[config.mk]
export PLATFORM = sky130hd
export DESIGN_NAME = lvl_state_array
export DESIGN_NICKNAME = d
export VERILOG_FILES = /design/src/rtl/sat_pkg.sv /design/src/rtl/lvl_state_entry.sv /design/src/rtl/lvl_state_array.sv
export SDC_FILE = /design/constraint.sdc
export NUM_CORES = 1
export LEC_CHECK = 0
export ABC_AREA = 0
export CORE_UTILIZATION = 45
export DETAILED_ROUTE_END_ITERATION = 10
export PLACE_DENSITY = 0.79
export SLEW_MARGIN = 20
export SYNTH_ARGS = -nofsm -noshare
export SYNTH_HDL_FRONTEND = slang
export SYNTH_HIERARCHICAL = 1
export SYNTH_SLANG_ARGS = --single-unit
[constraint.sdc]
create_clock -name clk -period 3.9 [get_ports clk]
set_clock_uncertainty 0.2 [all_clocks]
set_input_delay 0.39 -clock clk [delete_from_list [all_inputs] [get_ports clk]]
set_output_delay 0.39 -clock clk [all_outputs]
set_load 0.02 [all_outputs]
[src/rtl/sat_pkg.sv]
// Shared Sat Engine types: default widths, per-level state FSM encoding and
// the {has_bkt, dcd_bin} entry layout with pack/unpack helpers.
package sat_pkg;

   localparam int WIDTH_BIN = 10;
   localparam int WIDTH_LVL = 16;

   typedef enum logic [1:0] {
      LVL_IDLE,
      LVL_SCAN,
      LVL_DONE
   } lvl_state_e;

   typedef struct packed {
      logic                 has_bkt;
      logic [WIDTH_BIN-1:0] dcd_bin;
   } lvl_entry_t;

   function automatic lvl_entry_t pack_entry(input logic has_bkt,
                                             input logic [WIDTH_BIN-1:0] dcd_bin);
      lvl_entry_t e;
      e.has_bkt = has_bkt;
      e.dcd_bin = dcd_bin;
      return e;
   endfunction

   function automatic logic entry_has_bkt(input lvl_entry_t e);
      return e.has_bkt;
   endfunction

endpackage

[src/rtl/lvl_state_entry.sv]
// One decision level's state: the bin it was decided in and whether it has
// already been backtracked. Load beats clear beats set-bkt beats decide.
module lvl_state_entry #(
   parameter int WIDTH_BIN = sat_pkg::WIDTH_BIN
) (
   input  logic                 clk,
   input  logic                 rst,
   input  logic                 ld,
   input  logic [WIDTH_BIN:0]   ld_data,
   input  logic                 clr,
   input  logic                 set_bkt,
   input  logic                 dcd,
   input  logic [WIDTH_BIN-1:0] dcd_bin_in,
   output logic                 has_bkt,
   output logic [WIDTH_BIN-1:0] dcd_bin
);

   // NOTE: the per-level store is plain flops, not a RAM, so every entry is
   // async-reset; lvl_states_o must read all-zero straight out of reset.
   always_ff @(posedge clk or negedge rst) begin
      if (!rst) begin
         has_bkt <= 1'b0;
         dcd_bin <= '0;
      end else if (ld) begin
         has_bkt <= ld_data[WIDTH_BIN];
         dcd_bin <= ld_data[WIDTH_BIN-1:0];
      end else if (clr) begin
         has_bkt <= 1'b0;
         dcd_bin <= '0;
      end else if (set_bkt) begin
         has_bkt <= 1'b1;
      end else if (dcd) begin
         has_bkt <= 1'b0;
         dcd_bin <= dcd_bin_in;
      end
   end

endmodule

[src/rtl/lvl_state_array.sv]
// Per-level decision state store with a one-level-per-cycle backward search
// for the highest not-yet-backtracked level, backtrack apply and bulk load.
module lvl_state_array #(
   parameter int NUM_LVLS         = 8,
   parameter int WIDTH_BIN        = sat_pkg::WIDTH_BIN,
   parameter int WIDTH_LVL        = sat_pkg::WIDTH_LVL,
   parameter int WIDTH_LVL_STATES = WIDTH_BIN + 1
) (
   input  logic                                 clk,
   input  logic                                 rst,
   input  logic                                 dcd_valid_i,
   input  logic [WIDTH_LVL-1:0]                 dcd_lvl_i,
   input  logic [WIDTH_BIN-1:0]                 cur_bin_num_i,
   input  logic                                 find_start_i,
   input  logic [WIDTH_LVL-1:0]                 max_lvl_i,
   output logic                                 busy_o,
   output logic                                 done_o,
   output logic                                 found_o,
   output logic [WIDTH_LVL-1:0]                 bkt_lvl_o,
   output logic [WIDTH_BIN-1:0]                 bkt_bin_o,
   input  logic                                 apply_bkt_i,
   input  logic                                 wr_states,
   input  logic [WIDTH_LVL_STATES*NUM_LVLS-1:0] lvl_states_i,
   output logic [WIDTH_LVL_STATES*NUM_LVLS-1:0] lvl_states_o
);

   localparam int                   EW      = WIDTH_LVL_STATES;
   localparam logic [WIDTH_LVL-1:0] MAX_IDX = WIDTH_LVL'(NUM_LVLS - 1);

   sat_pkg::lvl_state_e state_q, state_d;
   logic [WIDTH_LVL-1:0] cnt_q, cnt_d;
   logic [WIDTH_LVL-1:0] bkt_lvl_q, bkt_lvl_d;
   logic [WIDTH_BIN-1:0] bkt_bin_q, bkt_bin_d;
   logic                 found_q, found_d;

   logic                 has_bkt [NUM_LVLS];
   logic [WIDTH_BIN-1:0] dcd_bin [NUM_LVLS];

   logic                 idle;
   logic                 apply_acc;
   logic                 find_acc;
   logic                 dcd_acc;
   logic                 sel_has_bkt;
   logic [WIDTH_BIN-1:0] sel_bin;

   // Request arbitration: wr_states > apply > find > decide, IDLE only.
   assign idle      = (state_q == sat_pkg::LVL_IDLE);
   assign apply_acc = idle && !wr_states && apply_bkt_i && found_q;
   assign find_acc  = idle && !wr_states && !apply_acc && find_start_i;
   assign dcd_acc   = idle && !wr_states && !apply_acc && !find_start_i &&
                      dcd_valid_i && (dcd_lvl_i != '0) &&
                      (dcd_lvl_i < WIDTH_LVL'(NUM_LVLS));

   // Entry under examination during SCAN.
   always_comb begin
      sel_has_bkt = 1'b0;
      sel_bin     = '0;
      for (int i = 0; i < NUM_LVLS; i++) begin
         if (cnt_q == WIDTH_LVL'(i)) begin
            sel_has_bkt = has_bkt[i];
            sel_bin     = dcd_bin[i];
         end
      end
   end

   // NOTE: every variable is defaulted first so no path through the case
   // leaves one unassigned, which would otherwise infer a latch.
   always_comb begin
      state_d   = state_q;
      cnt_d     = cnt_q;
      bkt_lvl_d = bkt_lvl_q;
      bkt_bin_d = bkt_bin_q;
      found_d   = found_q;

      if (wr_states) begin
         if (!idle) begin
            state_d = sat_pkg::LVL_IDLE;
            found_d = 1'b0;
         end
      end else begin
         unique case (state_q)
            sat_pkg::LVL_IDLE: begin
               if (apply_acc) begin
                  found_d = 1'b0;
               end else if (find_acc) begin
                  found_d = 1'b0;
                  if (max_lvl_i == '0) begin
                     state_d = sat_pkg::LVL_DONE;
                  end else begin
                     cnt_d   = (max_lvl_i > MAX_IDX) ? MAX_IDX : max_lvl_i;
                     state_d = sat_pkg::LVL_SCAN;
                  end
               end
            end
            sat_pkg::LVL_SCAN: begin
               if (!sel_has_bkt) begin
                  bkt_lvl_d = cnt_q;
                  bkt_bin_d = sel_bin;
                  found_d   = 1'b1;
                  state_d   = sat_pkg::LVL_DONE;
               end else if (cnt_q == WIDTH_LVL'(1)) begin
                  found_d = 1'b0;
                  state_d = sat_pkg::LVL_DONE;
               end else begin
                  cnt_d = cnt_q - WIDTH_LVL'(1);
               end
            end
            sat_pkg::LVL_DONE: begin
               state_d = sat_pkg::LVL_IDLE;
            end
            default: begin
               state_d = sat_pkg::LVL_IDLE;
            end
         endcase
      end
   end

   // NOTE: state registers take non-blocking assignments so every flop
   // samples the pre-edge values regardless of statement order.
   always_ff @(posedge clk or negedge rst) begin
      if (!rst) begin
         state_q   <= sat_pkg::LVL_IDLE;
         cnt_q     <= '0;
         bkt_lvl_q <= '0;
         bkt_bin_q <= '0;
         found_q   <= 1'b0;
      end else begin
         state_q   <= state_d;
         cnt_q     <= cnt_d;
         bkt_lvl_q <= bkt_lvl_d;
         bkt_bin_q <= bkt_bin_d;
         found_q   <= found_d;
      end
   end

   assign busy_o    = !idle;
   assign done_o    = (state_q == sat_pkg::LVL_DONE);
   assign found_o   = found_q;
   assign bkt_lvl_o = bkt_lvl_q;
   assign bkt_bin_o = bkt_bin_q;

   // Level i lives in slot NUM_LVLS-1-i, so level 0 occupies the MSBs.
   for (genvar i = 0; i < NUM_LVLS; i++) begin : g_lvl
      localparam int                   SLOT = NUM_LVLS - 1 - i;
      localparam logic [WIDTH_LVL-1:0] LVL  = WIDTH_LVL'(i);

      logic lvl_dcd;
      logic lvl_set_bkt;
      logic lvl_clr;

      if (i == 0) begin : g_root
         // The root level is only ever changed by a bulk load.
         assign lvl_dcd     = 1'b0;
         assign lvl_set_bkt = 1'b0;
         assign lvl_clr     = 1'b0;
      end else begin : g_dec
         assign lvl_dcd     = dcd_acc && (dcd_lvl_i == LVL);
         assign lvl_set_bkt = apply_acc && (bkt_lvl_q == LVL);
         assign lvl_clr     = apply_acc && (LVL > bkt_lvl_q);
      end

      lvl_state_entry #(
         .WIDTH_BIN (WIDTH_BIN)
      ) u_entry (
         .clk        (clk),
         .rst        (rst),
         .ld         (wr_states),
         .ld_data    (lvl_states_i[SLOT*EW +: EW]),
         .clr        (lvl_clr),
         .set_bkt    (lvl_set_bkt),
         .dcd        (lvl_dcd),
         .dcd_bin_in (cur_bin_num_i),
         .has_bkt    (has_bkt[i]),
         .dcd_bin    (dcd_bin[i])
      );

      assign lvl_states_o[SLOT*EW +: EW] = {has_bkt[i], dcd_bin[i]};
   end

endmodule

==> results.json <==
{
  "status": "complete, no violations",
  "nets": 1138,
  "synthTopCellsByCount": "dfrtp_1 (133), nand2_1 (108), o21ai_1 (88)",
  "synth_cell_types": 68,
  "start_kind": "flip-flop",
  "p_per_area_nw_per_um2": 465,
  "yosysWarningCount": 6,
  "setup.worst_path.end": "bkt_lvl_o[13]",
  "drive_gt1_share_pct": 7.43,
  "cp_cell_sequence": "inv_1 > ha_1 > or2_2 > a221o_1 > a32oi_1 > o21ai_4 > buf_4 > mux2_1",
  "n_antenna_cell": 0,
  "synth-xor-area-share_pct": 0.234,
  "ir_drop_uv": 363,
  "clk_pin_slew_ns": 0.06,
  "synth.largest_area_cell": "dfrtp_1",
  "worst_pin_slew_ns": 1.05,
  "gp_congestion": 0.959,
  "synth_top_family_by_area": "simple AND/OR/NAND/NOR gates",
  "arrival_ns": 3.30,
  "ff2ff_path_depth": 8,
  "critPathKind": "flip-flop to flip-flop",
  "synth-adder-area-share_pct": 0.836,
  "grt_usage_pct": 30.3,
  "die_h_um": 131,
  "holdCritPathClass": "flip-flop to flip-flop",
  "cts_max_level": 4,
  "cts_buffers": 17,
  "netlist_area_um2": 7490,
  "postCtsSetupBuffers": 0,
  "r2r-end": "bkt_lvl_o[13]",
  "cp-end-kind": "flip-flop",
  "synth_area_leaders": "dfrtp_1 (44%), mux2i_1 (11%), o21ai_1 (5.9%)",
  "cp-startpoint": "cnt_q[0]",
  "grt_overflow_total": 0,
  "start_util_pct": 46.6,
  "clk_latency_ns": 0.43,
  "coreArea_um2": 16100,
  "synth_edf_count": 0,
  "fin_setup_tns_ns": 0,
  "io_pins": 253,
  "synth_compound_area_share_pct": 17.0,
  "yosysMostFrequentCell": "dfrtp_1",
  "worst-path-max-fanout": 37,
  "wl_per_cell_um": 20.6,
  "grt_start_max_net_pins": 102,
  "regToRegSetupSlack_ns": 0.70,
  "clockBufferDepth": 2,
  "totalWireLength_um": 25300,
  "slew_headroom_pct": 30.3,
  "cap_viol_max_count": 0,
  "fmax_mhz": 313,
  "area_growth_pct": 40.5,
  "final_antenna_net_count": 0,
  "cp_slowest_cell": "dfrtp_1",
  "r2r_start": "cnt_q[0]",
  "die_w_um": 131,
  "final-instance-count-excl-fill": 1225,
  "fin_util_pct": 65.5,
  "hold_violations": 0,
  "fp-row-count": 46,
  "cts_root_buffer": "clkbuf_16",
  "initialDrtViolationCount": 529,
  "cts_tree": "done",
  "async_flop_share_pct": 100,
  "drc_errors": 0,
  "antenna_found_initial": 0,
  "synthMuxAreaShare_pct": 13.4,
  "detailroute.via_count": 7093,
  "firstDrtPassIters": 5,
  "synth.avg_cell_area_um2": 9.89,
  "hpwl_um": 19000,
  "setup-violations-final": 0,
  "synth_ff_type": "dfrtp_1",
  "cts_sinks": 133,
  "dp.cells": 1193,
  "final-max-slew-violation-count": 0,
  "yosysTopAreaCellShare_pct": 44.5,
  "postSynthCellCount": 757,
  "port-buffer-count": 252,
  "grt_pass1_vias": 6916,
  "seq_area_frac_synth_pct": 44.5,
  "rsz0062_at_grt": "false",
  "grt_pass1_wl_um": 38400,
  "ctsResizeCount": 0,
  "period_needed_ns": 3.20,
  "post_drt_via_cell_ratio": 5.79,
  "fin_crit_sh_pct": 81.9,
  "cp_slowest_stage_delay_ns": 0.47,
  "dieArea_um2": 17200,
  "worstPathRequired_ns": 4.00,
  "synth-seq-cells": 133,
  "leakagePower_nw": 4.82,
  "yosys.area_share.simple_pct": 17.8
}
## through the flow
stage	total power, W	hold slack [ns]	setup slack [ns]	instance area, µm²
floorplan	0.00268	-0.106	1.05	7500
global placement	0.00342	0.285	0.572	9990
detailed placement	0.00344	0.299	0.482	9990
CTS	0.00489	0.305	0.725	10500
global route	0.00512	0.315	0.587	10500
finish	0.00489	0.303	0.704	10500
## layout make-up
| cell class | instances | area [µm²] |
|---|---|---|
| fill | 1295 | 5540 |
| multi-input combinational | 564 | 3720 |
| sequential | 133 | 3330 |
| timing repair buffer | 266 | 2630 |
| clock buffer | 23 | 468 |
| tap | 216 | 270 |
| inverter | 15 | 58.8 |
| clock inverter | 8 | 53.8 |
## cell usage in the layout, fill, tap and decap left out, drive strengths merged, types with 3 or more instances in the layout
| cell type | netlist | routed |
|---|---|---|
| a21o | 4 | 4 |
| a21oi | 21 | 21 |
| a221o | 8 | 8 |
| a221oi | 9 | 9 |
| a22o | 6 | 6 |
| a22oi | 4 | 4 |
| a31oi | 4 | 4 |
| and2 | 9 | 9 |
| buf | 24 | 15 |
| clkbuf | 25 | 23 |
| clkdlybuf4s50 | 0 | 250 |
| clkinv | 0 | 4 |
| clkinvlp | 0 | 4 |
| conb | 1 | 5 |
| dfrtp | 133 | 133 |
| ha | 5 | 5 |
| inv | 15 | 15 |
| mux2 | 17 | 17 |
| mux2i | 81 | 81 |
| nand2 | 108 | 108 |
| nand2b | 13 | 13 |
| nand3 | 7 | 7 |
| nand3b | 5 | 5 |
| nand4 | 3 | 3 |
| nor2 | 42 | 42 |
| nor2b | 5 | 5 |
| nor3 | 13 | 13 |
| nor4 | 13 | 13 |
| o211ai | 13 | 13 |
| o21a | 10 | 10 |
| o21ai | 104 | 104 |
| or2 | 13 | 13 |
| or4 | 9 | 9 |
## where the power goes
| group | internal [W] | switching, W | total [W] |
|---|---|---|---|
| Sequential | 0.00155 | 0.000197 | 0.00175 |
| Combinational | 0.000769 | 0.000932 | 0.00170 |
| Clock | 0.000838 | 0.000603 | 0.00144 |
## state kept, by name (all words and copies together), names as in the netlist
| register | count |
|---|---|
| g_lvl.u_entry/has_bkt | 8 |
| cnt_q | 16 |
| state_q | 2 |
| g_lvl.u_entry/dcd_bin | 80 |
| found_o | 1 |
| bkt_bin_o | 10 |
| bkt_lvl_o | 16 |
## worst max-delay path, delay by kind of cell (launching register included)
family                     cells  cell delay [ns]
AOI/OAI and AO/OA              3             0.77
adders and majority gates      1             0.40
buffers and inverters          2             0.42
DFF                            1             0.47
muxes                          1             0.37
and+or+nand+nor                1             0.43
## worst min-delay path by stage
stage                                 from                     endpoint  slack (ns)  cells after the start
after floorplan                        rst                 bkt_bin_o[0]       -0.11                      0
after global placement           cnt_q[12]                    cnt_q[12]        0.28                      1
after detailed placement      bkt_bin_o[5]                 bkt_bin_o[5]        0.30                      1
after CTS                 lvl_states_i[16]  g_lvl[6].u_entry/dcd_bin[5]        0.30                      3
after global routing       lvl_states_i[5]  g_lvl[7].u_entry/dcd_bin[5]        0.31                      3
final                            cnt_q[14]                    cnt_q[14]        0.30                      1
## what timing repair did
item / 4_1_cts / 5_1_grt
endpoints found under the setup margin: 0 / 0
hold buffers: 1 / 0
endpoints found under the hold margin: 63 / 0
## per-layer routing
layer  global-route usage (%)  wire length [µm]  vias up
li1                         -                 -     3207
met4                     11.4               631        0
met3                     7.78              2260       50
met5                        0                 0        -
met1                     36.7              9880     3472
met2                     51.8             12500      364
## cell families (layout without fill, tap and decap cells)
| logic type | count (synthesis) | after routing |
|---|---|---|
| AO/OA/AOI/OAI | 203 | 203 |
| XOR/XNOR | 2 | 2 |
| adder cells (fa/ha/maj) | 5 | 5 |
| buffers and inverters | 64 | 312 |
| flip-flops | 133 | 133 |
| multiplexers | 98 | 98 |
| other | 1 | 5 |
| AND/OR/NAND/NOR | 251 | 251 |
Power figures use the tool's default switching activity.
